File: src/rtl/kbd_pkg.sv
// Shared definitions for the keyboard field packer: key codes, field-select
// encodings and the controller state type.
package kbd_pkg;

    localparam logic [7:0] NUL    = 8'h00;
    localparam logic [7:0] BKSP   = 8'h08;
    localparam logic [7:0] ENTER  = 8'h13;
    localparam logic [7:0] DIGIT0 = 8'h30;
    localparam logic [7:0] DIGIT9 = 8'h39;

    localparam logic [1:0] SEL_NONE = 2'b00;
    localparam logic [1:0] SEL_CMD  = 2'b01;
    localparam logic [1:0] SEL_NUM  = 2'b10;
    localparam logic [1:0] SEL_NEX  = 2'b11;

    typedef enum logic [2:0] {
        IDLE   = 3'd0,
        HOLD   = 3'd1,
        ACCEPT = 3'd2,
        CONV   = 3'd3,
        DONE   = 3'd4
    } state_t;

    function automatic logic is_digit(input logic [7:0] code);
        return (code >= DIGIT0) && (code <= DIGIT9);
    endfunction

endpackage

File: src/rtl/kbd_field_packer_dec_acc.sv
// Digit-serial decimal accumulator: acc <= acc*10 + digit on each step,
// cleared by start.
module dec_acc #(
    parameter int ACC_W = 13
) (
    input  logic             clk,
    input  logic             reset,
    input  logic             start,
    input  logic             step,
    input  logic [3:0]       digit,
    output logic [ACC_W-1:0] acc
);

    always_ff @(posedge clk) begin
        if (reset) begin
            acc <= '0;
        end else if (start) begin
            acc <= '0;
        end else if (step) begin
            acc <= acc * ACC_W'(10) + ACC_W'(digit);
        end
    end

endmodule

File: src/rtl/kbd_field_packer.sv
// Packs debounced PS/2 key codes into a command byte, a next-command byte or a
// right-aligned decimal field that is converted to binary on Enter.
module kbd_field_packer
    import kbd_pkg::*;
#(
    parameter int NDIG    = 3,
    parameter int VAL_W   = 9,
    parameter int MAX_VAL = 359,
    parameter int HOLDOFF = 10000000
) (
    input  logic                clk,
    input  logic                reset,
    input  logic [1:0]          sel,
    input  logic                key_valid,
    input  logic [7:0]          key_code,
    output logic [7:0]          cmd_out,
    output logic [7:0]          nex_out,
    output logic [VAL_W-1:0]    val_out,
    output logic [8*NDIG-1:0]   disp_out,
    output logic                enter_pulse,
    output logic                val_valid,
    output logic                range_err,
    output logic                busy,
    output state_t              dbg_state
);

    localparam int ACC_W  = VAL_W + 4;
    localparam int CNT_W  = (HOLDOFF > 1) ? $clog2(HOLDOFF) : 1;
    localparam int FILL_W = $clog2(NDIG + 1);
    localparam logic [8*NDIG-1:0] BLANK = {NDIG{DIGIT0}};

    // key_valid is a one-cycle strobe with no back-pressure: a key is taken
    // only in IDLE, any strobe seen in another state is lost.
    state_t              state_q, state_d;
    logic [CNT_W-1:0]    hold_cnt;
    logic [FILL_W-1:0]   conv_idx;
    logic [FILL_W-1:0]   fill_q;
    logic [7:0]          code_q;
    logic [7:0]          pend_q;
    logic [1:0]          sel_q;
    logic [8*NDIG-1:0]   buf_q;
    logic [8*NDIG-1:0]   buf_push;
    logic [8*NDIG-1:0]   buf_pop;
    logic [3:0]          digit;
    logic [ACC_W-1:0]    acc;
    logic                acc_start;
    logic                acc_step;

    always_ff @(posedge clk) begin
        if (reset) begin
            state_q <= IDLE;
        end else begin
            state_q <= state_d;
        end
    end

    always_comb begin
        state_d = state_q;
        case (state_q)
            IDLE:    if (key_valid) state_d = HOLD;
            HOLD:    if (hold_cnt == CNT_W'(HOLDOFF - 1)) state_d = ACCEPT;
            ACCEPT:  state_d = (sel == SEL_NUM && code_q == ENTER) ? CONV : IDLE;
            CONV:    if (conv_idx == FILL_W'(NDIG - 1)) state_d = DONE;
            DONE:    state_d = IDLE;
            default: state_d = IDLE;
        endcase
    end

    // New digits enter at the least significant byte; backspace refills the MSD with '0'.
    generate
        if (NDIG > 1) begin : g_multi
            assign buf_push = {buf_q[8*NDIG-9:0], code_q};
            assign buf_pop  = {DIGIT0, buf_q[8*NDIG-1:8]};
        end else begin : g_single
            assign buf_push = code_q;
            assign buf_pop  = DIGIT0;
        end
    endgenerate

    always_comb begin
        digit = '0;
        for (int i = 0; i < NDIG; i++) begin
            if (conv_idx == FILL_W'(i)) digit = buf_q[8*(NDIG-1-i) +: 4];
        end
    end

    assign acc_start = (state_q == ACCEPT);
    assign acc_step  = (state_q == CONV);

    dec_acc #(.ACC_W(ACC_W)) u_dec_acc (
        .clk   (clk),
        .reset (reset),
        .start (acc_start),
        .step  (acc_step),
        .digit (digit),
        .acc   (acc)
    );

    always_ff @(posedge clk) begin
        if (reset) begin
            hold_cnt    <= '0;
            conv_idx    <= '0;
            fill_q      <= '0;
            code_q      <= '0;
            pend_q      <= '0;
            sel_q       <= SEL_NONE;
            buf_q       <= BLANK;
            cmd_out     <= '0;
            nex_out     <= '0;
            val_out     <= '0;
            enter_pulse <= 1'b0;
            val_valid   <= 1'b0;
            range_err   <= 1'b0;
        end else begin
            enter_pulse <= 1'b0;
            val_valid   <= 1'b0;
            range_err   <= 1'b0;
            sel_q       <= sel;
            case (state_q)
                IDLE: begin
                    hold_cnt <= '0;
                    if (sel != sel_q) begin
                        buf_q  <= BLANK;
                        fill_q <= '0;
                        pend_q <= '0;
                    end
                    if (key_valid) code_q <= key_code;
                end
                HOLD: hold_cnt <= hold_cnt + CNT_W'(1);
                ACCEPT: begin
                    conv_idx <= '0;
                    if (code_q != NUL) begin
                        case (sel)
                            SEL_NUM: begin
                                if (code_q == ENTER) begin
                                    enter_pulse <= 1'b1;
                                end else if (code_q == BKSP) begin
                                    buf_q <= buf_pop;
                                    if (fill_q != '0) fill_q <= fill_q - FILL_W'(1);
                                end else if (is_digit(code_q) && fill_q < FILL_W'(NDIG)) begin
                                    buf_q  <= buf_push;
                                    fill_q <= fill_q + FILL_W'(1);
                                end
                            end
                            SEL_CMD, SEL_NEX: begin
                                if (code_q == ENTER) begin
                                    enter_pulse <= 1'b1;
                                    if (sel == SEL_CMD) cmd_out <= pend_q;
                                    else                nex_out <= pend_q;
                                end else begin
                                    pend_q <= code_q;
                                end
                            end
                            default: ;
                        endcase
                    end
                end
                CONV: conv_idx <= conv_idx + FILL_W'(1);
                DONE: begin
                    if (acc > ACC_W'(MAX_VAL)) begin
                        range_err <= 1'b1;
                    end else begin
                        val_out   <= acc[VAL_W-1:0];
                        val_valid <= 1'b1;
                    end
                    buf_q  <= BLANK;
                    fill_q <= '0;
                end
                default: ;
            endcase
        end
    end

    assign disp_out  = buf_q;
    assign busy      = (state_q != IDLE);
    assign dbg_state = state_q;

endmodule

File: config.mk
export PLATFORM = sky130hd
export DESIGN_NAME = kbd_field_packer
export DESIGN_NICKNAME = d
export VERILOG_FILES = /design/src/rtl/kbd_pkg.sv /design/src/rtl/kbd_field_packer_dec_acc.sv /design/src/rtl/kbd_field_packer.sv
export SDC_FILE = /design/constraint.sdc
export NUM_CORES = 1
export LEC_CHECK = 0
export BUFFER_PORTS_ARGS = -buffer_cell sky130_fd_sc_hd__buf_4
export CORE_MARGIN = 2
export CORE_UTILIZATION = 55
export DETAILED_ROUTE_END_ITERATION = 6
export PLACE_DENSITY = 0.76
export SLEW_MARGIN = 20
export SYNTH_ARGS = -nofsm -noshare
export SYNTH_HDL_FRONTEND = slang
export SYNTH_SLANG_ARGS = --single-unit
File: constraint.sdc
create_clock -name clk -period 8.39 [get_ports clk]
set_clock_uncertainty 0.1 [all_clocks]
set_input_delay 0.839 -clock clk [delete_from_list [all_inputs] [get_ports clk]]
set_output_delay 0.839 -clock clk [all_outputs]
set_load 0.1 [all_outputs]
== After elaboration in Yosys (flattened, before gate mapping) ==
Cells that the tools add are included.
Storage, ports and cells
  output and inout bits: 56
  input port bits: 13
  flip-flop bits (word level): 114
  logic and storage cells: 112
Operators by class
  multiply operators: 1
  reduce and logical (&&, ||, !) cells: 25
  equality and inequality tests: 23
  mux-type cells: 33
  magnitude comparators: 4
  $add $sub $neg: 5
  bitwise operators: 6
Operators by type and width (number)
  two-way mux 24 bit: 6
  one-hot mux 24 bit (3 select lines): 1
  one-hot mux 24 bit (2 select lines): 1
  two-way mux 8 bit: 4
  adder 24 x 1 -> 24 bit (second input constant): 1
  == test 24 bit (second input constant): 1
  two-way mux 2 bit: 8
  one-hot mux 8 bit (2 select lines): 1
  AND reduction 5 bit: 3
  adder 13 x 4 -> 13 bit: 1
  greater-than comparator 13 x 9 -> 1 bit (second input constant): 1
  multiplier 13 x 3 -> 12 bit (second input constant): 1
  two-way mux 4 bit: 3
  one-hot mux 3 bit (4 select lines): 1
  two-way mux 3 bit: 3
  == test 8 x 4 -> 1 bit (second input constant): 1
  == test 8 x 5 -> 1 bit (second input constant): 1
  >= comparator 8 x 6 -> 1 bit (second input constant): 1
  less-or-equal comparator 8 x 6 -> 1 bit (second input constant): 1
  inequality test 2 x 1 -> 1 bit (second input constant): 4
  inequality test 2 bit (second input constant): 4
  nonzero test 2 bit: 4
  nonzero test 8 bit: 1
  AND reduction 7 bit: 1
  25 further kinds: 43

== Depth between registers and ports, before layout ==
  depth after elaboration: 9
  depth in mapped cells: 14

== Cells and area by module ==
From an unflattened synthesis, not the netlist that was laid out.
Second synthesis, totals
  cell total of the unflattened synthesis: 654
  area, all modules: 5936.9 sq um
Modules (own cells, without submodules)
  kbd_field_packer: area each 4779.6 sq um, cells each 537, instances 1, seq. area each 2021.9 sq um
  dec_acc: area each 1157.4 sq um, cells each 117, instances 1, seq. area each 260.2 sq um

== Least setup slack after synthesis ==
No wires, ideal clock.
  path kind: flip-flop to output port
  from: register state_q[2], in the netlist dbg_state[2]
  to: output port busy
  arrival: 2.766 ns
  path buffers: 3
  path slack: 4.685 ns
  data required time: 7.451 ns
  cell stages (with the launch flop): 7
  cells stage by stage: dfxtp_1 -> buf_2 -> or2_2 -> buf_2 -> nor2_1 -> inv_1 -> clkbuf_1
On the way
  word-level cells in the longest chain between the ends: 1
Ends and longest elaborated chain
  start, declared: line kbd_field_packer.sv:34  | state_t state_q, state_d;
  start signal, assigned: line kbd_field_packer.sv:53  | state_q <= state_d;
  nonzero test 3 bit: line kbd_field_packer.sv:175  | assign busy = (state_q != IDLE);
  end, declared: line kbd_field_packer.sv:23  | output logic busy,
No other way between the ends.

== Worst setup path in the final report ==
Ends and elaborated chain as after synthesis.

==> metrics.txt <==
Clk Latency, worst-skew pair=0.53 ns; top post-synthesis cells by area=dfxtp_1 (40%), nand2_1 (7.0%), a21oi_1 (5.7%); Max-slew headroom=29.45%; Cells after DPL=848; drt wl/cell=15.57 µm; Area Overhead vs Synth=19.91%; Post-Syn Nets=722; vias in the first global route=4867; layout cells sized above 1=17.36%; max incr delay on CP=0.61 ns; Max Fclk=0.2917 GHz; CTS tree=yes; vias per cell=5.788; Post-DP Area=6192 µm²; Die Y=105.6 µm; drt total wl=13.69 mm; Worst EP required=7.45 ns; Core Box Area=10180 µm²; slowest CP cell=dfxtp_1; Final Cell Area=6812 µm²; Setup TNS Final=0 ns; outcome=complete, no violations; I/O pins=69; cts bufs inserted=17; Sinks on Clock Net=114; type of origin of the critical path=register; first-pass GRT wire length=22.96 mm; distinct cell type count after synthesis=63; clock slew at the register clock pins of the worst setup and hold paths=0.06 ns; Clock Path Buffers=2; WP data arrival=2.49 ns; area leader, netlist=dfxtp_1; Initial DRC Count=264; syn avg cell area=8.317 µm²; placer congestion estimate=0.8402; drt pass-1 iters=5; Gate Count Post-Synth=683; P per Cell Area=238.3 nW/µm²; Worst Slack Setup Final=4.962 ns; crit path time final=3.428 ns; register bit total from synthesis=114; CP Cell Sequence=or2_2 -> nor2_1 -> inv_1 -> buf_4; HPWL reported at the end of detailed placement=8.959 mm; die width=105.6 µm; multi-input gate area in the final layout=3187 µm²; Cell Area, Synth=5680 µm²; Slew @ Worst Pin=1.058 ns; Post-synth top cells=dfxtp_1 (114), nand2_1 (106), nor2_1 (79), a21oi_1 (65), nand3_1 (33); Total GRT Usage=25.36%; die area=11160 µm²; CTS Hold Buffers Added=0; CP Class=reg -> out; Max Cap Viol=0; post-CTS sizing=0; crit-path max FO=20; worst vdd ir=0.1940 mV; port buffer count=68; largest net degree at the start of global routing=105; post-synth top area share=40.18%; Post-synth ARST share=0%; Antenna diodes=0; most frequent cell after synthesis=dfxtp_1; final cell count without fillers=879; Starting Density=55.77%; final slew viol count=0; htree depth=4; Post-CTS Setup Repair Bufs=0; HP Class=reg -> reg; crit end category=output pin; Final Hold Vio Count=0; drt drc=0; via count=5088; Setup Viol. Count Final=0; RSZ-0062 raised after global routing=false; remaining global-route overflow=0; initial antenna violation count=0; register area=2282 µm²; post-synthesis sequential area ratio=40.18%; fin crit share=40.86%; pre-CTS setup slack=5.493 ns; P_leak=2.767 nW; ANT nets after route=0; fill count=821; Synth Flop Type=dfxtp_1; Post-synth EDFFs=0; Yosys warnings=0; nets=770; root buffer cell=clkbuf_8; Rows=37
-- registers in the layout, indices dropped and copies added (netlist names) --
signal	flops
hold_cnt	24
disp_out	24
val_valid	1
cmd_out	8
sel_q	2
enter_pulse	1
pend_q	8
nex_out	8
conv_idx	2
u_dec_acc.acc	13
code_q	8
fill_q	2
val_out	9
range_err	1
dbg_state	3
-- metrics by stage --
stage	util (%)	total power, mW	hold slack (ns)
floorplan	-	0.8275	0.3430
global placement	60.80	0.8774	0.3434
detailed placement	60.80	0.8825	0.3465
CTS	66.86	1.630	0.3543
global route	66.88	1.674	0.3665
finish	66.88	1.623	0.3509
-- metal layers --
layer  routed length (µm)  up-vias  track usage (%)  share of wire (%)
met1                 6077     2395            31.83                 44
met3                  776       24            7.297                5.7
met5                    0        -                0                  0
met4                  194        0            9.962                1.4
li1                     -     2515                -                  -
met2                 6643      154            41.20                 49
-- cells by family (layout without fill, tap and decap cells) --
family / after synthesis / count (layout) / share of synthesized area, %
XOR/XNOR: 20 / 20 / 3.084
buffers and inverters: 49 / 109 / 3.766
AO/OA/AOI/OAI: 146 / 146 / 17.49
adder cells (fa/ha/maj): 26 / 26 / 5.991
AND/OR/NAND/NOR: 307 / 307 / 25.64
flip-flops: 114 / 114 / 40.18
multiplexers: 21 / 21 / 3.854
-- critical path: cells and delay by family, from the launching register on --
family                 cells  cell delay [ns]
buffers and inverters      2             0.77
flip-flops                 1             0.61
AND/OR/NAND/NOR            2             0.56
-- power by group --
group / switching [mW] / internal, mW / leakage, nW
combinational: 0.210 / 0.0710 / 1.55
sequential: 0.0319 / 0.562 / 0.923
clock: 0.244 / 0.503 / 0.297
total: 0.487 / 1.14 / 2.77
-- cell type report --
class                   instances  share of cell area (%)
clock inverters                 9                   2.259
clock buffers                  22                   6.796
multi-input cells             520                   46.79
well taps                     136                   2.498
inverters                       8                  0.4409
flip-flops and latches        114                   33.50
repair buffers                 70                   7.715
-- layout by cell type, fill, tap and decap left out, types with 11 or more instances in the layout --
cell type  instances
mux2i_1           14
o21ai_0           18
dfxtp_1          114
ha_1              24
a21oi_1           65
nand2b_1          12
a221oi_2          11
buf_4             70
nor3_1            20
clkbuf_16         16
xnor2_1           11
nand4_1           12
nand2_1          106
nor2_1            78
nand3_1           33
-- path summary, 6_finish.rpt --
path         depth (start not counted)        startpoint  slack [ns]                end
max reg2reg                         10  u_dec_acc.acc[3]        5.39  u_dec_acc.acc[10]
min                                  2        cmd_out[5]        0.35         cmd_out[5]
min reg2reg                          2        cmd_out[5]        0.35         cmd_out[5]
max                                  4      dbg_state[2]        4.96               busy
No activity file was read; power rests on OpenSTA's default activity.
